**src/rtl/adc_ser_pkg.sv**
```systemverilog
// Shared constants, counter widths and FSM state type for the ADC frame serializer.
package adc_ser_pkg;

    localparam int NUM_CH     = 32;
    localparam int BITS_ADC   = 12;
    localparam int FRAME_BITS = NUM_CH * BITS_ADC;

    // Counter width for a 0..n-1 range, never narrower than one bit.
    function automatic int cnt_w(input int n);
        return (n > 1) ? $clog2(n) : 1;
    endfunction

    localparam int BIT_CNT_W = cnt_w(BITS_ADC);
    localparam int CH_CNT_W  = cnt_w(NUM_CH);

    typedef enum logic {
        IDLE  = 1'b0,
        SHIFT = 1'b1
    } ser_state_t;

endpackage

```
**src/rtl/ser_frame_cnt.sv**
```systemverilog
// Nested bit/channel counter. The counters always index the bit currently on the serial output.
module ser_frame_cnt
    import adc_ser_pkg::*;
#(
    parameter int  NUM_CH   = adc_ser_pkg::NUM_CH,
    parameter int  BITS_ADC = adc_ser_pkg::BITS_ADC,
    localparam int BIT_W    = cnt_w(BITS_ADC),
    localparam int CH_W     = cnt_w(NUM_CH)
) (
    input  logic             clk,
    input  logic             rst,
    input  logic             clr,
    input  logic             en,
    output logic [BIT_W-1:0] bit_cnt,
    output logic [CH_W-1:0]  ch_cnt,
    output logic             last
);

    logic bit_wrap;
    logic ch_wrap;

    assign bit_wrap = (bit_cnt == BIT_W'(BITS_ADC - 1));
    assign ch_wrap  = (ch_cnt == CH_W'(NUM_CH - 1));
    assign last     = bit_wrap && ch_wrap;

    always_ff @(posedge clk) begin
        if (rst || clr) begin
            bit_cnt <= '0;
            ch_cnt  <= '0;
        end else if (en) begin
            if (bit_wrap) begin
                bit_cnt <= '0;
                ch_cnt  <= ch_wrap ? '0 : ch_cnt + 1'b1;
            end else begin
                bit_cnt <= bit_cnt + 1'b1;
            end
        end
    end

endmodule

```
**src/rtl/adc_frame_serializer.sv**
```systemverilog
// Captures all ADC channel words and shifts them out LSB first, channel 0 first, under an active-low strobe.
// Optional build macro SER_TEST_PATTERN_EN adds a test_mode input that loads a fixed per-channel pattern.
module adc_frame_serializer
    import adc_ser_pkg::*;
#(
    parameter int  NUM_CH   = adc_ser_pkg::NUM_CH,
    parameter int  BITS_ADC = adc_ser_pkg::BITS_ADC,
    localparam int FRAME_W  = NUM_CH * BITS_ADC,
    localparam int BIT_W    = cnt_w(BITS_ADC),
    localparam int CH_W     = cnt_w(NUM_CH),
    localparam int IDX_W    = cnt_w(FRAME_W)
) (
    input  logic               clk,
    input  logic               rst,
    input  logic               start,
`ifdef SER_TEST_PATTERN_EN
    input  logic               test_mode,
`endif
    input  logic [FRAME_W-1:0] adc_data,
    output logic               s_data,
    output logic               data_valid,
    output logic               busy,
    output logic               done
);

    ser_state_t         state;
    ser_state_t         state_nxt;
    logic [FRAME_W-1:0] shadow_p0;
    logic [FRAME_W-1:0] cap_data;
    logic [BIT_W-1:0]   bit_cnt;
    logic [CH_W-1:0]    ch_cnt;
    logic [IDX_W-1:0]   nxt_idx;
    logic               last;
    logic               capture;
    logic               cnt_en;
    logic               s_data_nxt;
    logic               data_valid_nxt;
    logic               done_nxt;

`ifdef SER_TEST_PATTERN_EN
    function automatic logic [FRAME_W-1:0] test_pattern();
        logic [FRAME_W-1:0] p;
        logic [4:0]         k5;
        p = '0;
        for (int k = 0; k < NUM_CH; k++) begin
            k5 = 5'(k);
            p[k*BITS_ADC +: 8] = 8'hA0 | {3'b000, k5};
        end
        return p;
    endfunction

    localparam logic [FRAME_W-1:0] PATTERN = test_pattern();

    assign cap_data = test_mode ? PATTERN : adc_data;
`else
    assign cap_data = adc_data;
`endif

    ser_frame_cnt #(
        .NUM_CH   (NUM_CH),
        .BITS_ADC (BITS_ADC)
    ) u_cnt (
        .clk     (clk),
        .rst     (rst),
        .clr     (capture),
        .en      (cnt_en),
        .bit_cnt (bit_cnt),
        .ch_cnt  (ch_cnt),
        .last    (last)
    );

    // Outputs are registered, so the mux looks one bit ahead of the counters.
    assign nxt_idx = IDX_W'(ch_cnt) * IDX_W'(BITS_ADC) + IDX_W'(bit_cnt) + 1'b1;
    assign busy    = (state == SHIFT);

    always_ff @(posedge clk) begin
        if (rst) begin
            state <= IDLE;
        end else begin
            state <= state_nxt;
        end
    end

    always_comb begin
        state_nxt = state;
        case (state)
            IDLE:    if (start) state_nxt = SHIFT;
            SHIFT:   if (last)  state_nxt = IDLE;
            default: state_nxt = IDLE;
        endcase
    end

    always_comb begin
        capture        = 1'b0;
        cnt_en         = 1'b0;
        s_data_nxt     = 1'b0;
        data_valid_nxt = 1'b1;
        done_nxt       = 1'b0;
        case (state)
            IDLE: begin
                if (start) begin
                    capture        = 1'b1;
                    s_data_nxt     = cap_data[0];
                    data_valid_nxt = 1'b0;
                end
            end
            SHIFT: begin
                cnt_en = 1'b1;
                if (last) begin
                    done_nxt = 1'b1;
                end else begin
                    s_data_nxt     = shadow_p0[nxt_idx];
                    data_valid_nxt = 1'b0;
                end
            end
            default: ;
        endcase
    end

    // Capture / output register stage
    always_ff @(posedge clk) begin
        if (rst) begin
            shadow_p0  <= '0;
            s_data     <= 1'b0;
            data_valid <= 1'b1;
            done       <= 1'b0;
        end else begin
            if (capture) begin
                shadow_p0 <= cap_data;
            end
            s_data     <= s_data_nxt;
            data_valid <= data_valid_nxt;
            done       <= done_nxt;
        end
    end

endmodule

```
**config.mk**
```make
export PLATFORM = sky130hd
export DESIGN_NAME = adc_frame_serializer
export DESIGN_NICKNAME = d
export VERILOG_FILES = /design/src/rtl/adc_ser_pkg.sv /design/src/rtl/ser_frame_cnt.sv /design/src/rtl/adc_frame_serializer.sv
export SDC_FILE = /design/constraint.sdc
export NUM_CORES = 1
export LEC_CHECK = 0
export CAP_MARGIN = 40
export CORE_MARGIN = 1
export CORE_UTILIZATION = 51
export CTS_CLUSTER_SIZE = 40
export DETAILED_ROUTE_END_ITERATION = 6
export PLACE_DENSITY_LB_ADDON = 0.05
export SETUP_SLACK_MARGIN = 0.4
export SYNTH_ARGS = -nofsm -noshare
export SYNTH_HDL_FRONTEND = slang
export SYNTH_HIERARCHICAL = 1
export SYNTH_SLANG_ARGS = --single-unit
```
**constraint.sdc**
```tcl
create_clock -name clk -period 4.2 [get_ports clk]
set_input_delay 0.84 -clock clk [delete_from_list [all_inputs] [get_ports clk]]
set_output_delay 0.84 -clock clk [all_outputs]
set_load 0.005 [all_outputs]
```
Yosys cells after proc, flatten, opt, wreduce, memory -nomap -nowiden
Index checks and enable logic that the tools add are counted.
- register bits after elaboration: 397
- bits of input ports: 387
- output and inout port bits: 4
- add/subtract/negate cells: 4
- multipliers: 1
- order comparisons: 1
- equality and inequality tests: 2
- mux-type cells: 15
- bitwise logic cells: 1
- reductions and logical operators: 4
- operator list (operator ; count):
    $lt A9 B10 Y1 const B ; 1
    $add A9 B1 Y9 const B ; 1
    $add A9 B4 Y9 ; 1
    $bmux W1 S9 ; 1
    $mux W1 ; 9
    $mul A5 B2 Y7 const B ; 1
    $pmux W1 S2 ; 3
    $add A5 B1 Y5 const B ; 1
    $eq A5 B5 Y1 const B ; 1
    $mux W5 ; 1
    $add A4 B1 Y4 const B ; 1
    $eq A4 B4 Y1 const B ; 1
    $mux W4 ; 1
    $reduce_and A2 Y1 ; 1
    $reduce_or A2 Y1 ; 1
    $logic_and A1 B1 Y1 ; 1
    $logic_or A1 B1 Y1 ; 1
    $not A1 Y1 ; 1

Depth between registers and ports, before layout
Gate-level depths: netlist of run 1.
- depth after elaboration: 7
- depth in mapped cells: 13
- gate-level depth less buffers: 10

By module
Netlist of run 1, hierarchy kept.
- by module, submodules not included (module ; times used ; cells each ; area each (um^2) ; seq. area each (um^2)):
    adc_frame_serializer ; 1 ; 1991 ; 16822.4 ; 7767.4
    ser_frame_cnt ; 1 ; 46 ; 445.4 ; 180.2

Least setup slack after synthesis of run 1
No wires, ideal clock.
- kind: flip-flop to flip-flop
- start point: register u_cnt.ch_cnt[1]
- end point: register s_data
- setup time: 126 ps
- data arrival time: 2911 ps
- setup slack: 1163 ps
- stages on the path, launching flop included: 12
- path buffers: 1
- clock period less this slack: 3037 ps
- cell sequence: dfxtp_1 -> ha_1 -> fa_1 -> buf_2 -> nand2b_1 -> a21oi_1 -> nor4b_1 -> a221o_1 -> a2bb2oi_1 -> a311o_1 -> o32ai_1 -> o31ai_1
- word-level cells in the longest chain between the ends: 7
- RTL lines (element ; line ; RTL):
    start: declaration ; ser_frame_cnt.sv:15 ; output logic [CH_W-1:0] ch_cnt,
    start signal: assignment ; ser_frame_cnt.sv:33 ; ch_cnt <= ch_wrap ? '0 : ch_cnt + 1'b1;
    $mul A5 B2 Y7 ; adc_frame_serializer.sv:73 ; assign nxt_idx = IDX_W'(ch_cnt) * IDX_W'(BITS_ADC) + IDX_W'(bit_cnt) + 1'b1;
    $add A9 B4 Y9 ; adc_frame_serializer.sv:73 ;
    $add A9 B1 Y9 ; adc_frame_serializer.sv:73 ;
    $bmux W1 S9 ; adc_frame_serializer.sv:112 ; s_data_nxt = shadow_p0[nxt_idx];
    $mux W1 (implied by the code) ; adc_frame_serializer.sv:112 ;
    $mux W1 * ; adc_frame_serializer.sv:109 ; if (last) begin
    $pmux W1 S2 * ; adc_frame_serializer.sv:99 ; case (state)
    end signal: assignment ; adc_frame_serializer.sv:131 ; s_data <= s_data_nxt;
    end: declaration ; adc_frame_serializer.sv:20 ; output logic s_data,
Every way passes the cells marked *; elsewhere a longest branch is shown, timed or not. The select of a mux whose other input is x is not followed.
A chain may end at the register's enable or synchronous reset.

Worst setup path after layout of run 1
Ends and elaborated chain as after synthesis.

==> flow_summary.json, run 1 <==
{
  "run_status": "finished clean",
  "routed_wirelength_microns": 50000,
  "clock_sink_count": 397,
  "port_buffers": 390,
  "grt_max_degree": 195,
  "maxCapViolCount": 0,
  "vias_per_cell": 5.48,
  "dieArea_sq_um": 34600,
  "worst-path-max-fanout": 8,
  "cts-htree-levels": 2,
  "cellPowerDensity_nw_per_um2": 396,
  "yosys_warnings": 6,
  "path_depth": 10,
  "slew_headroom_pct": 35.0,
  "cpPeakStageDelay_ns": 0.57,
  "synth_ff_type": "sky130_fd_sc_hd__dfxtp_1",
  "vdd_ir_drop_max_mv": 0.280,
  "cellLeakagePower_nw": 8.46,
  "p_int_w": 0.00683,
  "fin_tns_setup_ns": 0,
  "grt_setup_unrepaired": "false",
  "initial_utilization_pct": 51.6,
  "stdcell_area_sq_um": 22800,
  "number_of_enable_type_register_cells_in_the_synthesized_netlist": 0,
  "min-delay-path-class": "reg2reg",
  "share_of_post_route_cells_with_drive_strength_above_1_pct": 8.83,
  "gp_congestion": 0.831,
  "pre_cts_slack_ns": 0.493,
  "maxSlewViolCount": 0,
  "routed_length_per_instance_microns": 17.7,
  "report.final.hold_viol_count": 0,
  "max-clock-path-buffers": 3,
  "syn-mean-instance-area_sq_um": 8.48,
  "clkTransAtPathRegs_ns": 0.06,
  "max_slew.worst_pin.slew_ns": 0.974,
  "antenna_left": 0,
  "final_util_pct": 68.1,
  "numCtsBuffers": 42,
  "required_ns": 4.61,
  "fin_skew_ns": 0.0154,
  "finalCriticalPeriod_ns": 3.74,
  "cts_setup_buffers": 0,
  "power_switching_w": 0.00220,
  "post_cts_resize_count": 0,
  "core-area_sq_um": 33400,
  "ctsHoldBuffers": 0,
  "final.setup.worst_slack_ns": 0.456,
  "crit_path_start_kind": "flip-flop",
  "timing.critical_path.buf_inv": 0,
  "antenna_violations_before_repair": 6,
  "dr_total_vias": 15464,
  "pwr-share-clk_pct": 40.4,
  "crit_family": "compound AO/OA/AOI/OAI gates",
  "fp-row-count": 67,
  "synth.ff_latch_count": 397,
  "grt_first_pass_wirelength_microns": 76400,
  "report.final.setup_viol": 0,
  "area_growth_syn_to_layout_pct": 32.0,
  "share_of_async_settable_or_async_resettable_flops_after_synthesis_pct": 0,
  "critical_path.slowest_cell": "sky130_fd_sc_hd__fa_1",
  "synth.cell_area_sq_um": 17300,
  "power.combinational.fraction_pct": 14.0,
  "dp.final_hpwl_microns": 34300,
  "share_of_synthesized_area_occupied_by_flip_flops_and_latches_pct": 46.0,
  "syn-instance-count": 2037,
  "post_layout_nets": 2732,
  "detail_route.first_pass.iterations": 5,
  "critical_path_class": "reg2reg",
  "cts_root_buffer": "sky130_fd_sc_hd__clkbuf_16",
  "tritoncts": "built",
  "first_global_vias": 14790,
  "insertion_delay_ns": 0.53,
  "switching_share_of_power_pct": 24.3,
  "drt_iter0_markers": 1203,
  "post-route-drc-count": 0,
  "synthesis.nets": 2436,
  "grt_use_total_pct": 28.3,
  "endpoint_kind": "flip-flop",
  "fmaxAchievable_mhz": 267,
  "crit_chain": "ha_1 -> fa_1 -> nand2b_1 -> a21oi_1 -> nor4b_1 -> o41ai_1 -> a211oi_1 -> a311o_1 -> o32ai_1 -> o31ai_1",
  "post_synth_num_cell_types": 69,
  "die_width_microns": 186,
  "detailed_place.area_sq_um": 21400,
  "globalRoute.totalOverflow": 0,
  "seqPwrFrac_pct": 45.6,
  "whs_path_depth": 2,
  "num_io_pins": 391,
  "fp.dieH_microns": 186,
  "r2r.worst_path.cells": 10,
  "timing.critical_path.arrival_ns": 4.15,
  "timing.final.crit_share_pct": 89.1
}
Yosys cell counts, types with 4 or more instances:
library cell               instances  area [sq um]
sky130_fd_sc_hd__and3_1           15          93.8
sky130_fd_sc_hd__clkbuf_1        131           492
sky130_fd_sc_hd__a32oi_1           8          70.1
sky130_fd_sc_hd__ha_1             11           138
sky130_fd_sc_hd__nor4b_1           7          61.3
sky130_fd_sc_hd__a21oi_1         394          1970
sky130_fd_sc_hd__mux2i_1          14           140
sky130_fd_sc_hd__dfxtp_1         397          7950
sky130_fd_sc_hd__o211ai_1          5          37.5
sky130_fd_sc_hd__nand4_1           9          56.3
sky130_fd_sc_hd__nor3b_1           6          45.0
sky130_fd_sc_hd__buf_6             5          56.3
sky130_fd_sc_hd__nor3_1            4          20.0
sky130_fd_sc_hd__xnor2_1           8          70.1
sky130_fd_sc_hd__buf_4             8          60.1
sky130_fd_sc_hd__a21o_1            4          30.0
sky130_fd_sc_hd__nand2_1         807          3030
sky130_fd_sc_hd__a211oi_1          4          30.0
sky130_fd_sc_hd__inv_1             5          18.8
sky130_fd_sc_hd__buf_1             9          33.8
sky130_fd_sc_hd__buf_2             8          40.0
sky130_fd_sc_hd__nand3_1           4          20.0
sky130_fd_sc_hd__mux4_1            4           105
sky130_fd_sc_hd__mux4_2           92          2070
sky130_fd_sc_hd__xor2_1            6          52.6
sky130_fd_sc_hd__nand2b_1          4          25.0
sky130_fd_sc_hd__nor2_1           13          48.8
layer usage:
metal / global-route usage (%) / routed length, microns
met5: 0 / 0
met1: 37.1 / 21100
met4: 11.0 / 1570
met2: 47.0 / 24300
met3: 4.30 / 3050
final timing paths:
| check | from | to | slack (ns) |
|---|---|---|---|
| max reg2reg | u_cnt/ch_cnt[1]$_SDFFE_PP0P_ | s_data$_SDFF_PP0_ | 0.46 |
| min reg2reg | shadow_p0[29]$_SDFFE_PP0P_ | shadow_p0[29]$_SDFFE_PP0P_ | 0.45 |
| min | shadow_p0[29]$_SDFFE_PP0P_ | shadow_p0[29]$_SDFFE_PP0P_ | 0.45 |
| max | u_cnt/ch_cnt[1]$_SDFFE_PP0P_ | s_data$_SDFF_PP0_ | 0.46 |
power groups by stage:
stage	logic [W]	clock network [W]	registers, W
6_report	0.00126	0.00365	0.00412
5_1_grt	0.00137	0.00386	0.00414
4_1_cts	0.00127	0.00370	0.00412
3_5_place_dp	0.00126	0	0.00420
3_3_place_gp	0.00124	0	0.00419
2_1_floorplan	0.000718	0	0.00415
worst min-delay path: cells and delay by family, from the launching register on:
kind | cells | cell delay (ns)
compound gates | 1 | 0.05
flops | 1 | 0.30
simple gates | 1 | 0.05
logic make-up after synthesis:
group	after synthesis	share of synthesized area [%]
and+or+nand+nor	884	20.5
muxes	111	13.5
adders and majority gates	12	0.913
AOI/OAI and AO/OA	450	14.1
buffers and inverters	168	4.20
xor gates and xnor gates	15	0.804
DFF	397	46.0
registers in the layout, indices dropped and copies added (netlist names):
signal         flops
s_data             1
data_valid         1
u_cnt/bit_cnt      4
u_cnt/ch_cnt       5
busy               1
done               1
shadow_p0        384
metrics by stage:
stage	cells	hold WS (ns)	total power, W
after floorplan	2037	0.432	0.00487
after global placement	2733	0.438	0.00543
after detailed placement	2737	0.443	0.00546
after CTS	2814	0.451	0.00909
after global routing	2818	0.463	0.00938
final	2820	0.451	0.00903
area by class of cell:
type | instances | area [sq um]
multi-input cells | 1472 | 8670
inverters | 6 | 30.0
clock buffers | 62 | 1280
repair buffers | 414 | 4180
fillers | 2703 | 10700
diodes | 6 | 15.0
clock inverters | 15 | 104
flip-flops and latches | 397 | 7950
well taps | 448 | 561
placed cells by master (no fill, tap or decap), drive strengths merged, types with 9 or more instances in the layout:
master         instances
a21oi                395
and3                  15
buf                   25
clkbuf                62
clkdlybuf4s50        389
clkinv                14
dfxtp                397
ha                    11
mux2i                 14
mux4                  96
nand2                807
nand4                  9
nor2                  13
(Power assumes the default switching activity.)
==> inputs of run 2 (changes only) <==
--- a/config.mk
+++ b/config.mk
@@ -6,7 +6,7 @@
 export NUM_CORES = 1
 export LEC_CHECK = 0
 export CAP_MARGIN = 40
-export CORE_MARGIN = 1
+export CORE_MARGIN = 10
 export CORE_UTILIZATION = 51
 export CTS_CLUSTER_SIZE = 40
 export DETAILED_ROUTE_END_ITERATION = 6
==> flow_summary.json, run 2 (synthesis gave the netlist of run 1 again) <==
{
  "run_status": "finished clean",
  "reg2reg_setup_slack_ns": 0.51,
  "cts-htree-levels": 2,
  "timing.critical_path.arrival_ns": 4.10,
  "finalCriticalPeriod_ns": 3.69,
  "grt_use_total_pct": 25.2,
  "area_growth_syn_to_layout_pct": 31.9,
  "die_width_microns": 204,
  "whs_path_depth": 2,
  "share_of_post_route_cells_with_drive_strength_above_1_pct": 8.65,
  "worst_r2r_endpoint": "s_data$_SDFF_PP0_",
  "cellPowerDensity_nw_per_um2": 392,
  "crit_path_start_kind": "flip-flop",
  "port_buffers": 390,
  "worst_r2r_startpoint": "u_cnt/ch_cnt[1]$_SDFFE_PP0P_",
  "detail_route.first_pass.iterations": 7,
  "tritoncts": "built",
  "grt_setup_unrepaired": "false",
  "min-delay-path-class": "reg2reg",
  "stdcell_area_sq_um": 22800,
  "report.final.hold_viol_count": 0,
  "timing.final.crit_share_pct": 87.9,
  "largest_reg_flops": 384,
  "final.setup.worst_slack_ns": 0.506,
  "dp.final_hpwl_microns": 38400,
  "gp_congestion": 0.837,
  "num_io_pins": 391,
  "report.final.setup_viol": 0,
  "antenna_violations_before_repair": 11,
  "fp-row-count": 67,
  "routed_length_per_instance_microns": 19.3,
  "maxSlewViolCount": 0,
  "vias_per_cell": 5.51,
  "layout_top_registers": "shadow_p0 (384), u_cnt/ch_cnt (5), u_cnt/bit_cnt (4)",
  "power.combinational.fraction_pct": 14.1,
  "grt_max_degree": 190,
  "first_global_vias": 15575,
  "r2r.worst_path.cells": 10,
  "switching_share_of_power_pct": 24.4,
  "fp.dieH_microns": 204,
  "final_common_cell": "sky130_fd_sc_hd__nand2_1",
  "numCtsBuffers": 42,
  "max-clock-path-buffers": 3,
  "maxCapViolCount": 0,
  "vdd_ir_drop_max_mv": 0.274,
  "endpoint_kind": "flip-flop",
  "largest-register": "shadow_p0",
  "p_int_w": 0.00676,
  "fmaxAchievable_mhz": 271,
  "post-route-drc-count": 0,
  "layout_common_cells": "sky130_fd_sc_hd__nand2_1 (807), sky130_fd_sc_hd__dfxtp_1 (396), sky130_fd_sc_hd__a21oi_1 (393), sky130_fd_sc_hd__clkdlybuf4s50_1 (389), sky130_fd_sc_hd__mux4_2 (92)",
  "critical_path_class": "reg2reg",
  "dieArea_sq_um": 41600,
  "post_layout_nets": 2731,
  "fin_tns_setup_ns": 0,
  "hold_start": "shadow_p0[161]$_SDFFE_PP0P_",
  "slew_headroom_pct": 36.1,
  "grt_first_pass_wirelength_microns": 84700,
  "pwr-share-clk_pct": 39.9,
  "cts_root_buffer": "sky130_fd_sc_hd__clkbuf_16",
  "cts_setup_buffers": 0,
  "max_slew.worst_pin.slew_ns": 0.952,
  "globalRoute.totalOverflow": 0,
  "clock_sink_count": 397,
  "fin_skew_ns": 0.00984,
  "drt_iter0_markers": 1243,
  "insertion_delay_ns": 0.54,
  "initial_utilization_pct": 51.6,
  "clkTransAtPathRegs_ns": 0.06,
  "pre_cts_slack_ns": 0.311,
  "required_ns": 4.61,
  "detailed_place.area_sq_um": 21300,
  "routed_wirelength_microns": 54400,
  "antenna_left": 0,
  "dr_total_vias": 15528,
  "core-area_sq_um": 33400,
  "power_switching_w": 0.00218,
  "worst-path-max-fanout": 8,
  "holdWs_ns": 0.449,
  "hold_path_end": "shadow_p0[161]$_SDFFE_PP0P_",
  "seqPwrFrac_pct": 46.0,
  "cellLeakagePower_nw": 8.40
}
==> run 2: metrics by stage <==
stage / util (%) / total power, W / std cells
after floorplan: - / 0.00487 / 2037
after global placement: 63.6 / 0.00542 / 2731
after detailed placement: 63.8 / 0.00545 / 2736
after CTS: 67.8 / 0.00898 / 2807
after global routing: 68.1 / 0.00927 / 2818
final: 68.1 / 0.00894 / 2818
==> run 2: worst max-delay path, stage by stage (launching register included) <==
cell and delay, ns:
sky130_fd_sc_hd__dfxtp_1 0.39, sky130_fd_sc_hd__ha_1 0.26, sky130_fd_sc_hd__fa_2 0.71, sky130_fd_sc_hd__inv_1 0.21
sky130_fd_sc_hd__nor3_4 0.40, sky130_fd_sc_hd__nor4b_1 0.11, sky130_fd_sc_hd__o41ai_1 0.48, sky130_fd_sc_hd__a211oi_1 0.17
sky130_fd_sc_hd__a311o_1 0.36, sky130_fd_sc_hd__o32ai_1 0.36, sky130_fd_sc_hd__o31ai_1 0.13
==> run 2: worst max-delay path by stage <==
| stage | slack, ns | depth (start not counted) | to | start |
|---|---|---|---|---|
| global route | 0.36 | 10 | s_data$_SDFF_PP0_ | u_cnt/ch_cnt[1]$_SDFFE_PP0P_ |
| finish | 0.51 | 10 | s_data$_SDFF_PP0_ | u_cnt/ch_cnt[1]$_SDFFE_PP0P_ |
| detailed placement | 0.31 | 10 | s_data$_SDFF_PP0_ | u_cnt/ch_cnt[1]$_SDFFE_PP0P_ |
| floorplan | 1.16 | 11 | s_data$_SDFF_PP0_ | u_cnt/ch_cnt[1]$_SDFFE_PP0P_ |
| global placement | 0.37 | 10 | s_data$_SDFF_PP0_ | u_cnt/ch_cnt[1]$_SDFFE_PP0P_ |
| CTS | 0.42 | 10 | s_data$_SDFF_PP0_ | u_cnt/ch_cnt[0]$_SDFFE_PP0P_ |
==> run 2: repair_timing <==
action | 4_1_cts | 5_1_grt
hold buffers | 0 | 0
setup endpoints to repair | 1 | 1
resized for setup | 1 | 13
==> run 2: layout make-up <==
cell class                 instances  area (sq um)
timing repair buffer             413          4160
antenna                           11          27.5
multi-input combinational       1472          8730
clock buffer                      67          1300
clock inverter                     4          23.8
fill                            2725         10700
inverter                           6          30.0
tap                              448           561
sequential                       397          7950
==> run 2: power groups by stage <==
stage / clock network (W) / registers (W) / logic [W]
finish: 0.00357 / 0.00412 / 0.00126
global route: 0.00375 / 0.00413 / 0.00138
CTS: 0.00360 / 0.00411 / 0.00127
detailed placement: 0 / 0.00419 / 0.00126
global placement: 0 / 0.00419 / 0.00124
floorplan: 0 / 0.00415 / 0.000718
==> run 2: routing by layer <==
layer / track usage [%] / share of wire, % / vias to the layer above
li1: - / - / 7531
met4: 7.93 / 2.3 / 0
met2: 42.3 / 49 / 525
met1: 32.1 / 41 / 7397
met3: 5.01 / 6.9 / 75
met5: 0 / 0 / -
==> inputs of run 3 (changes only) <==
--- a/config.mk
+++ b/config.mk
@@ -11,7 +11,8 @@
 export CTS_CLUSTER_SIZE = 40
 export DETAILED_ROUTE_END_ITERATION = 6
 export PLACE_DENSITY_LB_ADDON = 0.05
-export SETUP_SLACK_MARGIN = 0.4
+export SETUP_SLACK_MARGIN = 0.2
+export SKIP_LAST_GASP = 1
 export SYNTH_ARGS = -nofsm -noshare
 export SYNTH_HDL_FRONTEND = slang
 export SYNTH_HIERARCHICAL = 1
==> flow_summary.json, run 3 (synthesis gave the netlist of run 1 again) <==
{
  "cpPeakStageDelay_ns": 0.75,
  "worst-path-max-fanout": 13,
  "power_switching_w": 0.00217,
  "die_width_microns": 204,
  "crit_family": "compound AO/OA/AOI/OAI gates",
  "fin_skew_ns": 0.0111,
  "port_buffers": 390,
  "globalRoute.totalOverflow": 0,
  "post_layout_nets": 2731,
  "dp_cells": 2736,
  "power.combinational.fraction_pct": 14.1,
  "layout_top_registers": "shadow_p0 (384), u_cnt/ch_cnt (5), u_cnt/bit_cnt (4)",
  "grt_max_degree": 190,
  "slew_headroom_pct": 37.3,
  "p_int_w": 0.00676,
  "crit_chain": "ha_1 -> fa_1 -> nor3_1 -> nor2_2 -> a21o_1 -> a2bb2oi_1 -> a311o_1 -> o32ai_1 -> o31ai_1",
  "endpoint_kind": "flip-flop",
  "timing.final.crit_share_pct": 91.2,
  "run_status": "finished clean",
  "antenna_violations_before_repair": 11,
  "max-clock-path-buffers": 3,
  "clkTransAtPathRegs_ns": 0.06,
  "max_slew.worst_pin.slew_ns": 0.941,
  "routed_length_per_instance_microns": 19.3,
  "fmaxAchievable_mhz": 261,
  "timing.critical_path.buf_inv": 0,
  "largest-register": "shadow_p0",
  "post-route-drc-count": 0,
  "area_growth_syn_to_layout_pct": 31.6,
  "seqPwrFrac_pct": 46.1,
  "fp-row-count": 67,
  "drt_iter0_markers": 1243,
  "grt_first_pass_wirelength_microns": 84700,
  "cellPowerDensity_nw_per_um2": 393,
  "clock_sink_count": 397,
  "fin_tns_setup_ns": 0,
  "fp.dieH_microns": 204,
  "pwr-share-clk_pct": 39.8,
  "initial_utilization_pct": 51.6,
  "layout_common_cells": "sky130_fd_sc_hd__nand2_1 (807), sky130_fd_sc_hd__dfxtp_1 (396), sky130_fd_sc_hd__a21oi_1 (394), sky130_fd_sc_hd__clkdlybuf4s50_1 (389), sky130_fd_sc_hd__mux4_2 (92)",
  "maxCapViolCount": 0,
  "routed_wirelength_microns": 54500,
  "cellLeakagePower_nw": 8.39,
  "cts-htree-levels": 2,
  "insertion_delay_ns": 0.53,
  "timing.critical_path.arrival_ns": 4.23,
  "pre_cts_slack_ns": 0.311,
  "detail_route.first_pass.iterations": 5,
  "dp.final_hpwl_microns": 38400,
  "grt_use_total_pct": 25.2,
  "finish.cell_count_without_fillers": 2819,
  "grt_setup_unrepaired": "false",
  "cts_root_buffer": "sky130_fd_sc_hd__clkbuf_16",
  "switching_share_of_power_pct": 24.3,
  "crit_path_start_kind": "flip-flop",
  "required_ns": 4.61,
  "final_common_cell": "sky130_fd_sc_hd__nand2_1",
  "total_power_w": 0.00893,
  "finalCriticalPeriod_ns": 3.83,
  "antenna_left": 0,
  "share_of_post_route_cells_with_drive_strength_above_1_pct": 8.44,
  "critical_path_class": "reg2reg",
  "dieArea_sq_um": 41600,
  "num_io_pins": 391,
  "tritoncts": "built",
  "cts_setup_buffers": 0,
  "reg2reg_setup_slack_ns": 0.37,
  "vias_per_cell": 5.48,
  "min-delay-path-class": "reg2reg",
  "holdWs_ns": 0.450,
  "core-area_sq_um": 33400,
  "num-fill-cells": 2735,
  "largest_reg_flops": 384,
  "gp_congestion": 0.837,
  "report.final.setup_viol": 0,
  "report.final.hold_viol_count": 0,
  "dr_total_vias": 15448,
  "critical_path.slowest_cell": "sky130_fd_sc_hd__nor3_1",
  "vdd_ir_drop_max_mv": 0.273,
  "final.setup.worst_slack_ns": 0.371,
  "maxSlewViolCount": 0,
  "first_global_vias": 15575,
  "numCtsBuffers": 42
}
run 3: layout make-up:
cell class / count / area (sq um) / area share, %
Timing Repair Buffer: 413 / 4160 / 18.3
Clock buffer: 67 / 1300 / 5.71
Antenna cell: 12 / 30.0 / 0.132
Clock inverter: 4 / 23.8 / 0.105
Inverter: 6 / 30.0 / 0.132
Tap cell: 448 / 561 / 2.47
Sequential cell: 397 / 7950 / 35.0
Multi-Input combinational cell: 1472 / 8670 / 38.2
run 3: what timing repair did:
item,CTS,global route
hold buffers,0,0
resized for setup,0,3
setup endpoints to repair,0,1
run 3: path summary, 6_finish.rpt:
path / start / to / depth (start not counted)
max: u_cnt/ch_cnt[1]$_SDFFE_PP0P_ / s_data$_SDFF_PP0_ / 9
min: shadow_p0[161]$_SDFFE_PP0P_ / shadow_p0[161]$_SDFFE_PP0P_ / 2
max reg2reg: u_cnt/ch_cnt[1]$_SDFFE_PP0P_ / s_data$_SDFF_PP0_ / 9
min reg2reg: shadow_p0[161]$_SDFFE_PP0P_ / shadow_p0[161]$_SDFFE_PP0P_ / 2
run 3: metal layers:
metal  part of all wire [%]  global-route usage (%)  wire, microns
met2                     49                    42.3          27000
met4                    2.2                    7.93           1180
met1                     42                    32.1          22900
met5                      0                       0              0
met3                    6.4                    5.01           3480
run 3: per-stage QoR:
step / instance area (sq um) / util [%]
2_1_floorplan: 17300 / -
3_3_place_gp: 21300 / 63.6
3_5_place_dp: 21300 / 63.8
4_1_cts: 22700 / 67.8
5_1_grt: 22700 / 67.9
6_report: 22700 / 67.9
run 3: power groups by stage:
stage	Combinational (W)	Sequential (W)	Clock [W]
global route	0.00138	0.00413	0.00375
CTS	0.00127	0.00411	0.00360
floorplan	0.000718	0.00415	0
global placement	0.00124	0.00419	0
detailed placement	0.00126	0.00419	0
finish	0.00126	0.00412	0.00356
run 3: worst register-to-register path, cell delays in order, from the launching register on:
cell and delay (ns):
sky130_fd_sc_hd__dfxtp_1 0.47, sky130_fd_sc_hd__ha_1 0.24, sky130_fd_sc_hd__fa_1 0.56, sky130_fd_sc_hd__nor3_1 0.75
sky130_fd_sc_hd__nor2_2 0.40, sky130_fd_sc_hd__a21o_1 0.26, sky130_fd_sc_hd__a2bb2oi_1 0.13, sky130_fd_sc_hd__a311o_1 0.41
sky130_fd_sc_hd__o32ai_1 0.35, sky130_fd_sc_hd__o31ai_1 0.13
